### src/rtl/mode_cmd_encoder_if.sv
// mode_cmd_encoder_if
//   Bundles the command handshake and the transmitter byte handshake of
//   mode_cmd_encoder.
//   Handshake rule: a transfer happens on a rising clk edge where both
//   its valid and its ready are high. The producer holds valid and its
//   payload stable until that edge. The consumer may hold ready low for
//   any number of cycles.
//   Signals:
//     valid     command request (command side)
//     cmd       command code: 00 DATA, 01 SET_RATE, 10 CLEAN, 11 reserved
//     rate_code rate code for SET_RATE: 00 '1', 01 '5', 11 'A', 10 illegal
//     data      payload byte for DATA
//     ready     encoder is idle and can accept a command
//     tx_data   byte offered to the transmitter (00 while tx_valid low)
//     tx_valid  tx_data holds a byte awaiting transfer
//     tx_ready  transmitter takes the byte
//     done      one-cycle pulse after the last byte of a command
//     err       one-cycle pulse after a rejected command
//     rate      rate code last sent to the far end
//   master: the command source and transmitter side (the bench).
//   slave:  the encoder.
interface mode_cmd_encoder_if;
   logic       valid;
   logic [1:0] cmd;
   logic [1:0] rate_code;
   logic [7:0] data;
   logic       ready;
   logic [7:0] tx_data;
   logic       tx_valid;
   logic       tx_ready;
   logic       done;
   logic       err;
   logic [1:0] rate;

   modport master (
      output valid, cmd, rate_code, data, tx_ready,
      input  ready, tx_data, tx_valid, done, err, rate
   );

   modport slave (
      input  valid, cmd, rate_code, data, tx_ready,
      output ready, tx_data, tx_valid, done, err, rate
   );
endinterface

### src/rtl/mode_cmd_encoder.sv
// mode_cmd_encoder
//   Turns mode commands into byte sequences for a serial transmitter:
//     DATA     -> {data}
//     SET_RATE -> {'M', rate char, 'F'}
//     CLEAN    -> {'C'}
//   Consecutive bytes are separated by GAP_CYCLES idle cycles (1..15).
//   The same gap also follows the end of every command.
//   Illegal commands are rejected with an err pulse. A rejected command
//   sends no byte.
//   Ports:
//     clk        rising-edge clock
//     reset      synchronous active-high reset
//     bus        mode_cmd_encoder_if.slave (command and transmitter handshakes)
//     dbg_state  current FSM state (00 IDLE, 01 SEND, 10 GAP, 11 DONE)
module mode_cmd_encoder #(
   parameter int unsigned GAP_CYCLES = 2
) (
   input  logic              clk,
   input  logic              reset,
   mode_cmd_encoder_if.slave bus,
   output logic [1:0]        dbg_state
);

   typedef enum logic [1:0] {
      IDLE = 2'd0,
      SEND = 2'd1,
      GAP  = 2'd2,
      DONE = 2'd3
   } state_t;

   localparam logic [1:0] CMD_DATA  = 2'b00;
   localparam logic [1:0] CMD_RATE  = 2'b01;
   localparam logic [1:0] CMD_CLEAN = 2'b10;
   localparam logic [3:0] GAP_LAST  = 4'(GAP_CYCLES - 1);

   state_t     state;
   logic [1:0] cmd_q;
   logic [1:0] rate_q;
   logic [7:0] data_q;
   logic [1:0] idx;
   logic [3:0] gap_cnt;
   logic       tail;     // set while the GAP that follows DONE is running
   logic       accept;

   assign accept    = bus.valid && bus.ready;
   assign dbg_state = state;

   function automatic logic [7:0] rate_char(input logic [1:0] r);
      case (r)
         2'b00:   return 8'h31;  // '1'
         2'b01:   return 8'h35;  // '5'
         default: return 8'h41;  // 'A' (10 never gets this far)
      endcase
   endfunction

   function automatic logic [7:0] cmd_byte(input logic [1:0] c, input logic [1:0] r,
                                           input logic [7:0] d, input logic [1:0] i);
      case (c)
         CMD_RATE: begin
            case (i)
               2'd0:    return 8'h4D;
               2'd1:    return rate_char(r);
               default: return 8'h46;
            endcase
         end
         CMD_CLEAN: return 8'h43;
         default:   return d;
      endcase
   endfunction

   // Index of the final byte: 2 for SET_RATE, 0 for the one-byte commands.
   function automatic logic [1:0] last_idx(input logic [1:0] c);
      return (c == CMD_RATE) ? 2'd2 : 2'd0;
   endfunction

   // A DATA payload must not be confused with a framing character
   // ('M', 'F', 'C' in either case) or with the idle value 00.
   function automatic logic is_reject(input logic [1:0] c, input logic [1:0] r,
                                      input logic [7:0] d);
      logic bad_data;
      bad_data = (d == 8'h00) || (d == 8'h4D) || (d == 8'h6D) || (d == 8'h46) ||
                 (d == 8'h66) || (d == 8'h43) || (d == 8'h63);
      return (c == 2'b11) || ((c == CMD_RATE) && (r == 2'b10)) ||
             ((c == CMD_DATA) && bad_data);
   endfunction

   always_ff @(posedge clk) begin
      if (reset) begin
         state        <= IDLE;
         bus.ready    <= 1'b0;
         bus.tx_valid <= 1'b0;
         bus.tx_data  <= 8'h00;
         bus.done     <= 1'b0;
         bus.err      <= 1'b0;
         bus.rate     <= 2'b00;
         cmd_q        <= 2'b00;
         rate_q       <= 2'b00;
         data_q       <= 8'h00;
         idx          <= 2'd0;
         gap_cnt      <= 4'd0;
         tail         <= 1'b0;
      end else begin
         bus.done <= 1'b0;
         bus.err  <= 1'b0;
         case (state)
            IDLE: begin
               bus.ready <= 1'b1;
               if (accept) begin
                  // ready drops for one cycle even on a reject, so err and a
                  // new acceptance never coincide
                  bus.ready <= 1'b0;
                  if (is_reject(bus.cmd, bus.rate_code, bus.data)) begin
                     bus.err <= 1'b1;
                  end else begin
                     cmd_q        <= bus.cmd;
                     rate_q       <= bus.rate_code;
                     data_q       <= bus.data;
                     idx          <= 2'd0;
                     tail         <= 1'b0;
                     state        <= SEND;
                     bus.tx_valid <= 1'b1;
                     bus.tx_data  <= cmd_byte(bus.cmd, bus.rate_code, bus.data, 2'd0);
                  end
               end
            end
            SEND: begin
               if (bus.tx_ready) begin
                  bus.tx_valid <= 1'b0;
                  bus.tx_data  <= 8'h00;
                  gap_cnt      <= 4'd0;
                  if (idx == last_idx(cmd_q)) begin
                     state    <= DONE;
                     bus.done <= 1'b1;
                     if (cmd_q == CMD_RATE) begin
                        bus.rate <= rate_q;
                     end else if (cmd_q == CMD_CLEAN) begin
                        bus.rate <= 2'b00;
                     end
                  end else begin
                     state <= GAP;
                  end
               end
            end
            GAP: begin
               if (gap_cnt == GAP_LAST) begin
                  if (tail) begin
                     state     <= IDLE;
                     bus.ready <= 1'b1;
                  end else begin
                     state        <= SEND;
                     idx          <= idx + 2'd1;
                     bus.tx_valid <= 1'b1;
                     bus.tx_data  <= cmd_byte(cmd_q, rate_q, data_q, idx + 2'd1);
                  end
               end else begin
                  gap_cnt <= gap_cnt + 4'd1;
               end
            end
            DONE: begin
               state   <= GAP;
               idx     <= 2'd0;
               gap_cnt <= 4'd0;
               tail    <= 1'b1;
            end
            default: state <= IDLE;
         endcase
      end
   end

endmodule

### src/flat_wrapper.sv
// flat-port wrapper written by rule: the top's interface ports become plain ports
module mode_cmd_encoder_flat 
#(
   parameter int unsigned GAP_CYCLES = 2
)
  (clk, reset, dbg_state, bus_valid, bus_cmd, bus_rate_code, bus_data, bus_tx_ready, bus_ready, bus_tx_data, bus_tx_valid, bus_done, bus_err, bus_rate);
  mode_cmd_encoder_if bus_i ();
  input  logic clk;
  input  logic reset;
  output logic [1:0] dbg_state;
  input wire logic [$bits(bus_i.valid)-1:0] bus_valid;
  input wire logic [$bits(bus_i.cmd)-1:0] bus_cmd;
  input wire logic [$bits(bus_i.rate_code)-1:0] bus_rate_code;
  input wire logic [$bits(bus_i.data)-1:0] bus_data;
  input wire logic [$bits(bus_i.tx_ready)-1:0] bus_tx_ready;
  output wire logic [$bits(bus_i.ready)-1:0] bus_ready;
  output wire logic [$bits(bus_i.tx_data)-1:0] bus_tx_data;
  output wire logic [$bits(bus_i.tx_valid)-1:0] bus_tx_valid;
  output wire logic [$bits(bus_i.done)-1:0] bus_done;
  output wire logic [$bits(bus_i.err)-1:0] bus_err;
  output wire logic [$bits(bus_i.rate)-1:0] bus_rate;
  assign bus_i.valid = bus_valid;
  assign bus_i.cmd = bus_cmd;
  assign bus_i.rate_code = bus_rate_code;
  assign bus_i.data = bus_data;
  assign bus_i.tx_ready = bus_tx_ready;
  assign bus_ready = bus_i.ready;
  assign bus_tx_data = bus_i.tx_data;
  assign bus_tx_valid = bus_i.tx_valid;
  assign bus_done = bus_i.done;
  assign bus_err = bus_i.err;
  assign bus_rate = bus_i.rate;
  mode_cmd_encoder #(.GAP_CYCLES(GAP_CYCLES)) u_core (.clk(clk), .reset(reset), .bus(bus_i), .dbg_state(dbg_state));
endmodule
### config.mk
export PLATFORM = sky130hd
export DESIGN_NAME = mode_cmd_encoder_flat
export DESIGN_NICKNAME = d
export VERILOG_FILES = /design/src/rtl/mode_cmd_encoder_if.sv /design/src/rtl/mode_cmd_encoder.sv /design/src/flat_wrapper.sv
export SDC_FILE = /design/constraint.sdc
export NUM_CORES = 1
export LEC_CHECK = 0
export ABC_AREA = 1
export BUFFER_PORTS_ARGS = -buffer_cell sky130_fd_sc_hd__buf_2
export CAP_MARGIN = 20
export CORE_MARGIN = 5
export CORE_UTILIZATION = 45
export DETAILED_ROUTE_END_ITERATION = 10
export PLACE_DENSITY = 0.66
export SLEW_MARGIN = 0
export SYNTH_ARGS = -nofsm -noshare
export SYNTH_HDL_FRONTEND = slang
export SYNTH_SLANG_ARGS = --single-unit
### constraint.sdc
create_clock -name clk -period 1.83 [get_ports clk]
set_input_delay 0.366 -clock clk [delete_from_list [all_inputs] [get_ports clk]]
set_output_delay 0.366 -clock clk [all_outputs]
set_load 0.1 [all_outputs]
# Word level (Yosys, flattened, before mapping)
# Index checks and enable logic that the tools add are counted.
[word_totals]
ram_bits = 0
elab_cells = 121
mem_bits_ro = 0
latch_bits = 0
regBits = 35
mem_count = 0
input_bits = 16
output_inout_bits = 16
[classes]
n_mul = 0
magnitude_cmp = 0
div_mod_pow = 0
bitwise_logic = 5
n_eq_ne = 26
n_reduce_logical = 32
shift = 0
addsub = 2
muxes = 43
[op_table]
columns = ["operator", "count"]
rows = [
  ["$eq 8x7->1 const B", 6],
  ["$pmux 8 s2", 3],
  ["$mux 8", 5],
  ["$pmux 8 s3", 1],
  ["$mux 2", 11],
  ["$mux 1", 14],
  ["$pmux 7 s2", 1],
  ["$eq 2x2->1 const B", 6],
  ["$pmux 4 s3", 1],
  ["$reduce_and 3->1", 4],
  ["$eq 2x1->1 const B", 5],
  ["$reduce_bool 3->1", 3],
  ["$logic_not 2->1", 4],
  ["$logic_not 8->1", 1],
  ["$logic_or 1x1->1", 8],
  ["$mux 4", 2],
  ["$ne 2x2->1 const B", 4],
  ["$pmux 2 s4", 1],
  ["$reduce_and 4->1", 2],
  ["$ne 2x1->1 const B", 3],
  ["$pmux 2 s3", 1],
  ["$reduce_and 6->1", 1],
  ["$reduce_bool 2->1", 3],
  ["$reduce_or 3->1", 2],
  ["9 further kinds", 16],
]

# Logic depth before layout (Yosys ltp)
[logic_depth]
word_depth = 12
mapped_depth = 13
ltp_nobuf = 12

# Worst setup path before layout
# OpenSTA, ideal clock, no wires.
[synth_timing]
path_kind = "reg2reg"
start = "register u_core.state[0] (netlist: u_core.dbg_state[0])"
end = "register u_core.bus.tx_data[6]"
t_required_ps = 1711
stages_incl_launch_ff = 11
setup_time_ps = 119
setup_slack_ps = -638
period_less_slack_ps = 2468
n_path_buf = 2
arrival_ps = 2349
cell_sequence = "dfxtp_1 inv_1 ha_1 buf_2 nand2_1 o21ai_0 nor2_2 buf_6 nand3_1 nand2_1 nor2_1"
[synth_between]
elab_chain_len = 3
word_cells_on_any_way = 11
[synth_lines]
columns = ["element", "line", "rtl"]
rows = [
  ["start, declared", "mode_cmd_encoder.sv:36", "state_t state;"],
  ["start signal, assigned", "mode_cmd_encoder.sv:89", "state <= IDLE;"],
  ["start signal, assigned", "mode_cmd_encoder.sv:120", "state <= SEND;"],
  ["start signal, assigned", "mode_cmd_encoder.sv:132", "state <= DONE;"],
  ["$eq 2x2->1, or another cell as far along", "--", ""],
  ["$ne 2x2->1 (no source line), or another cell as far along", "--", ""],
  ["$reduce_and 6->1 (no source line)", "--", ""],
  ["end signal, assigned", "mode_cmd_encoder.sv:122", "bus.tx_data <= cmd_byte(bus.cmd, bus.rate_code, bus.data, 2'd0);"],
  ["end signal, assigned", "mode_cmd_encoder.sv:153", "bus.tx_data <= cmd_byte(cmd_q, rate_q, data_q, idx + 2'd1);"],
  ["end, declared", "mode_cmd_encoder_if.sv:42", "output ready, tx_data, tx_valid, done, err, rate"],
]
# Parallel ways exist; a longest one is shown, timed or not.
# A chain may end at the register's enable or synchronous reset.

# Final worst setup path
[layout_timing]
start = "register u_core.cmd_q[1]"
end = "register u_core.bus.rate[0]"
[layout_between]
elab_chain_len = 4
word_cells_on_any_way = 7
[layout_lines]
columns = ["element", "line", "rtl"]
rows = [
  ["start, declared", "mode_cmd_encoder.sv:37", "logic [1:0] cmd_q;"],
  ["start signal, assigned", "mode_cmd_encoder.sv:115", "cmd_q <= bus.cmd;"],
  ["$eq 2x1->1", "mode_cmd_encoder.sv:73, mode_cmd_encoder.sv:134", ""],
  ["$mux 2", "mode_cmd_encoder.sv:73", "return (c == CMD_RATE) ? 2'd2 : 2'd0;"],
  ["$eq 2x2->1", "mode_cmd_encoder.sv:131", "if (idx == last_idx(cmd_q)) begin"],
  ["$reduce_and 4->1 (no source line)", "--", ""],
  ["end signal, assigned", "mode_cmd_encoder.sv:135", "bus.rate <= rate_q;"],
  ["end, declared", "mode_cmd_encoder_if.sv:42", ""],
]
# Parallel ways exist; a longest one is shown, timed or not.

==> qor.csv <==
stage,metric,value,unit
critical_path,worstPathArrival,1.87,ns
placement,placed_area,2350,um^2
sta,slew_headroom,0.677,
drt,first_pass_iters,4,
sta,clock_skew,0.00959,ns
critical_path,endpoint_kind,register,
power_and_ir_drop,power,4670,uW
logic_synthesis,synth-seq-cells,35,
cells_and_area,final_common_cell,nand2_1,
drt,vias_per_cell,5.10,
run,drv_cap,0,
die,rows,24,
drt,num_vias,2049,
die,core,4440,um^2
sta,layout_setup_ws,0.173,ns
clock_tree,numCtsBuffers,5,
power_and_ir_drop,p_per_area,1890,nW/um^2
drt,antenna_left,0,
logic_synthesis,netlist_instances,311,
logic_synthesis,ys_types,29,
sta,setup_viol,0,
global_route,grt_pass1_vias,1798,
critical_path,critPathTopFamily,simple AND/OR/NAND/NOR gates,
cells_and_area,syn_to_final_growth,17.1,%
clock_tree,cts_max_level,2,
die,floorplan.initialDensity,0.473,
critical_path,worstPathMaxFanout,5,
logic_synthesis,ys_seq_area_frac,0.333,
critical_path,path_class,reg2reg,
sta,rsz0062_at_grt,false,
cells_and_area,fill_cells,472,
drt,drt-wirelength-per-cell,12.3,um
power_and_ir_drop,power.leakage,0.00115,uW
cells_and_area,diodes,0,
cells_and_area,drive_above_1_share,0.180,
drt,drt-initial-drc-count,58,
cells_and_area,fin_area,2460,um^2
sta,finalMaxSlewViolations,0,
clock_tree,clk_latency,0.29,ns
placement,hpwl,3750,um
critical_path,critPathBufInv,2,
sta,worstMarginPinSlew,0.487,ns
clock_tree,cts_tree,yes,
die,die_area,6140,um^2
placement,gp_congestion,0.935,
die,die_y,78.4,um
sta,fmax,603,MHz
logic_synthesis,syn_area,2100,um^2
drt,drc,0,
die,pin_count,32,
hold_path,min_path_type,in2reg,
logic_synthesis,avgSynthCellArea,6.76,um^2
sta,period_needed,1.66,ns
global_route,grt_use_total,0.168,
logic_synthesis,ys_warn_count,0,
clock_tree,clock_sinks,35,
sta,hold_ws,0.338,ns
drt,drt-total-wl,4950,um
clock_tree,cts_buffer_depth,2,
sta,finalCritPeriodShare,0.906,
critical_path,path_cells,"inv_1, ha_1, inv_1, o21ai_0, a21oi_1, nand4_1, nand3b_1, a21oi_1",
cells_and_area,final_cell_mix,"72 x nand2_1, 40 x a21oi_1, 38 x inv_1, 34 x nand3_1, 32 x dfxtp_1",
clock_tree,clk_pin_slew,0.07,ns
placement,pre_cts_slack,0.0570,ns
critical_path,required,2.05,ns
critical_path,crit_path_top_delay_cell,dfxtp_1,
sta,fin_setup_tns,0,ns
global_route,grt_max_degree,28,
global_route,grt_overflow,0,
critical_path,start_kind,register,
cells_and_area,layout.nets,380,
logic_synthesis,synth_nets,342,
global_route,grt_pass1_wl,8430,um
global_route,antenna_found_initial,0,
placement,port_buffers,31,
power_and_ir_drop,ir_worst_vdd,734,uV
die,die_w,78.4,um
sta,hold_viol,0,
run_status,status,completed,
clock_tree,cts-root-buf,clkbuf_8,
critical_path,cp_slowest_stage_delay,0.35,ns
## power by group
group	switching [uW]	internal, uW	leakage (uW)	total (uW)
registers	127	973	0.000287	1100
logic	2070	818	0.000811	2890
clock network	273	408	0.0000524	681
total	2470	2200	0.00115	4670
## stage by stage
stage,std cells,util
floorplan,311,-
global placement,394,0.529
detailed placement,394,0.529
CTS,402,0.553
global route,402,0.554
finish,402,0.554
## synthesized netlist by cell type, drive strengths merged
library cell,instances,share of area
nand2,73,0.13
a21oi,41,0.099
inv,39,0.070
nand3,37,0.095
dfxtp,35,0.33
nor2,33,0.061
ha,15,0.089
o21ai,12,0.029
buf,7,0.031
clkbuf,4,0.0071
nand4,3,0.0089
nand3b,2,0.0071
a211oi,1,0.0036
a22oi,1,0.0036
a311oi,1,0.0042
a31o,1,0.0042
a31oi,1,0.0030
nor4,1,0.0030
o211ai,1,0.0036
o21bai,1,0.0036
or2,1,0.0030
xor2,1,0.0042
## cell families (layout without fill, tap and decap cells)
| group | after synthesis | in the layout | share of synthesized area |
|---|---|---|---|
| flip-flops | 35 | 35 | 0.333 |
| adder cells (fa/ha/maj) | 15 | 15 | 0.0892 |
| AND/OR/NAND/NOR | 150 | 150 | 0.312 |
| buffers and inverters | 50 | 89 | 0.108 |
| XOR/XNOR | 1 | 1 | 0.00416 |
| AO/OA/AOI/OAI | 60 | 60 | 0.153 |
## per-layer routing
layer  GRT usage  up-vias  routed length [um]  part of all wire
li1            -     1086                   -                 -
met2       0.239       49                2020              0.41
met1       0.249      906                2600              0.53
met5           0        -                   0                 0
met4      0.0664        0                  99             0.020
met3      0.0320        8                 223             0.045
## area by class of cell
class | instances | area [um^2] | share of cell area
Multi-Input combinational cell | 226 | 1190 | 0.481
Tap cell | 52 | 65.1 | 0.0264
Sequential cell | 35 | 709 | 0.288
Timing Repair Buffer | 42 | 250 | 0.102
Clock inverter | 1 | 30.0 | 0.0122
Inverter | 39 | 146 | 0.0594
Clock buffer | 7 | 76.3 | 0.0310
## path summary, 6_finish.rpt
check                          start                  to  slack [ns]  depth (start not counted)
hold reg to reg   u_core.bus.rate[1]  u_core.bus.rate[1]        0.44                          2
setup / recovery     u_core.cmd_q[1]  u_core.bus.rate[0]        0.17                          8
setup reg to reg     u_core.cmd_q[1]  u_core.bus.rate[0]        0.17                          8
hold / removal          bus_tx_ready     u_core.bus.done        0.34                          3
## what timing repair did
action                                  in CTS  in global routing
endpoints found under the setup margin       0                  3
setup buffers                                0                  0
hold buffers                                 0                  0
resized for setup                            0                  5
## state kept, by name (all words and copies together) (netlist names)
register             count
u_core.bus.ready         1
u_core.idx               2
u_core.bus.tx_data       8
u_core.bus.tx_valid      1
u_core.dbg_state         2
u_core.bus.rate          2
u_core.gap_cnt           4
u_core.rate_q            2
u_core.cmd_q             2
u_core.tail              1
u_core.bus.done          1
u_core.bus.err           1
u_core.data_q            8
## worst min-delay path, stage by stage
cell and delay, ns:
buf_2 0.12, nand2_1 0.06, nor2_1 0.04
Power figures use the tool's default switching activity.
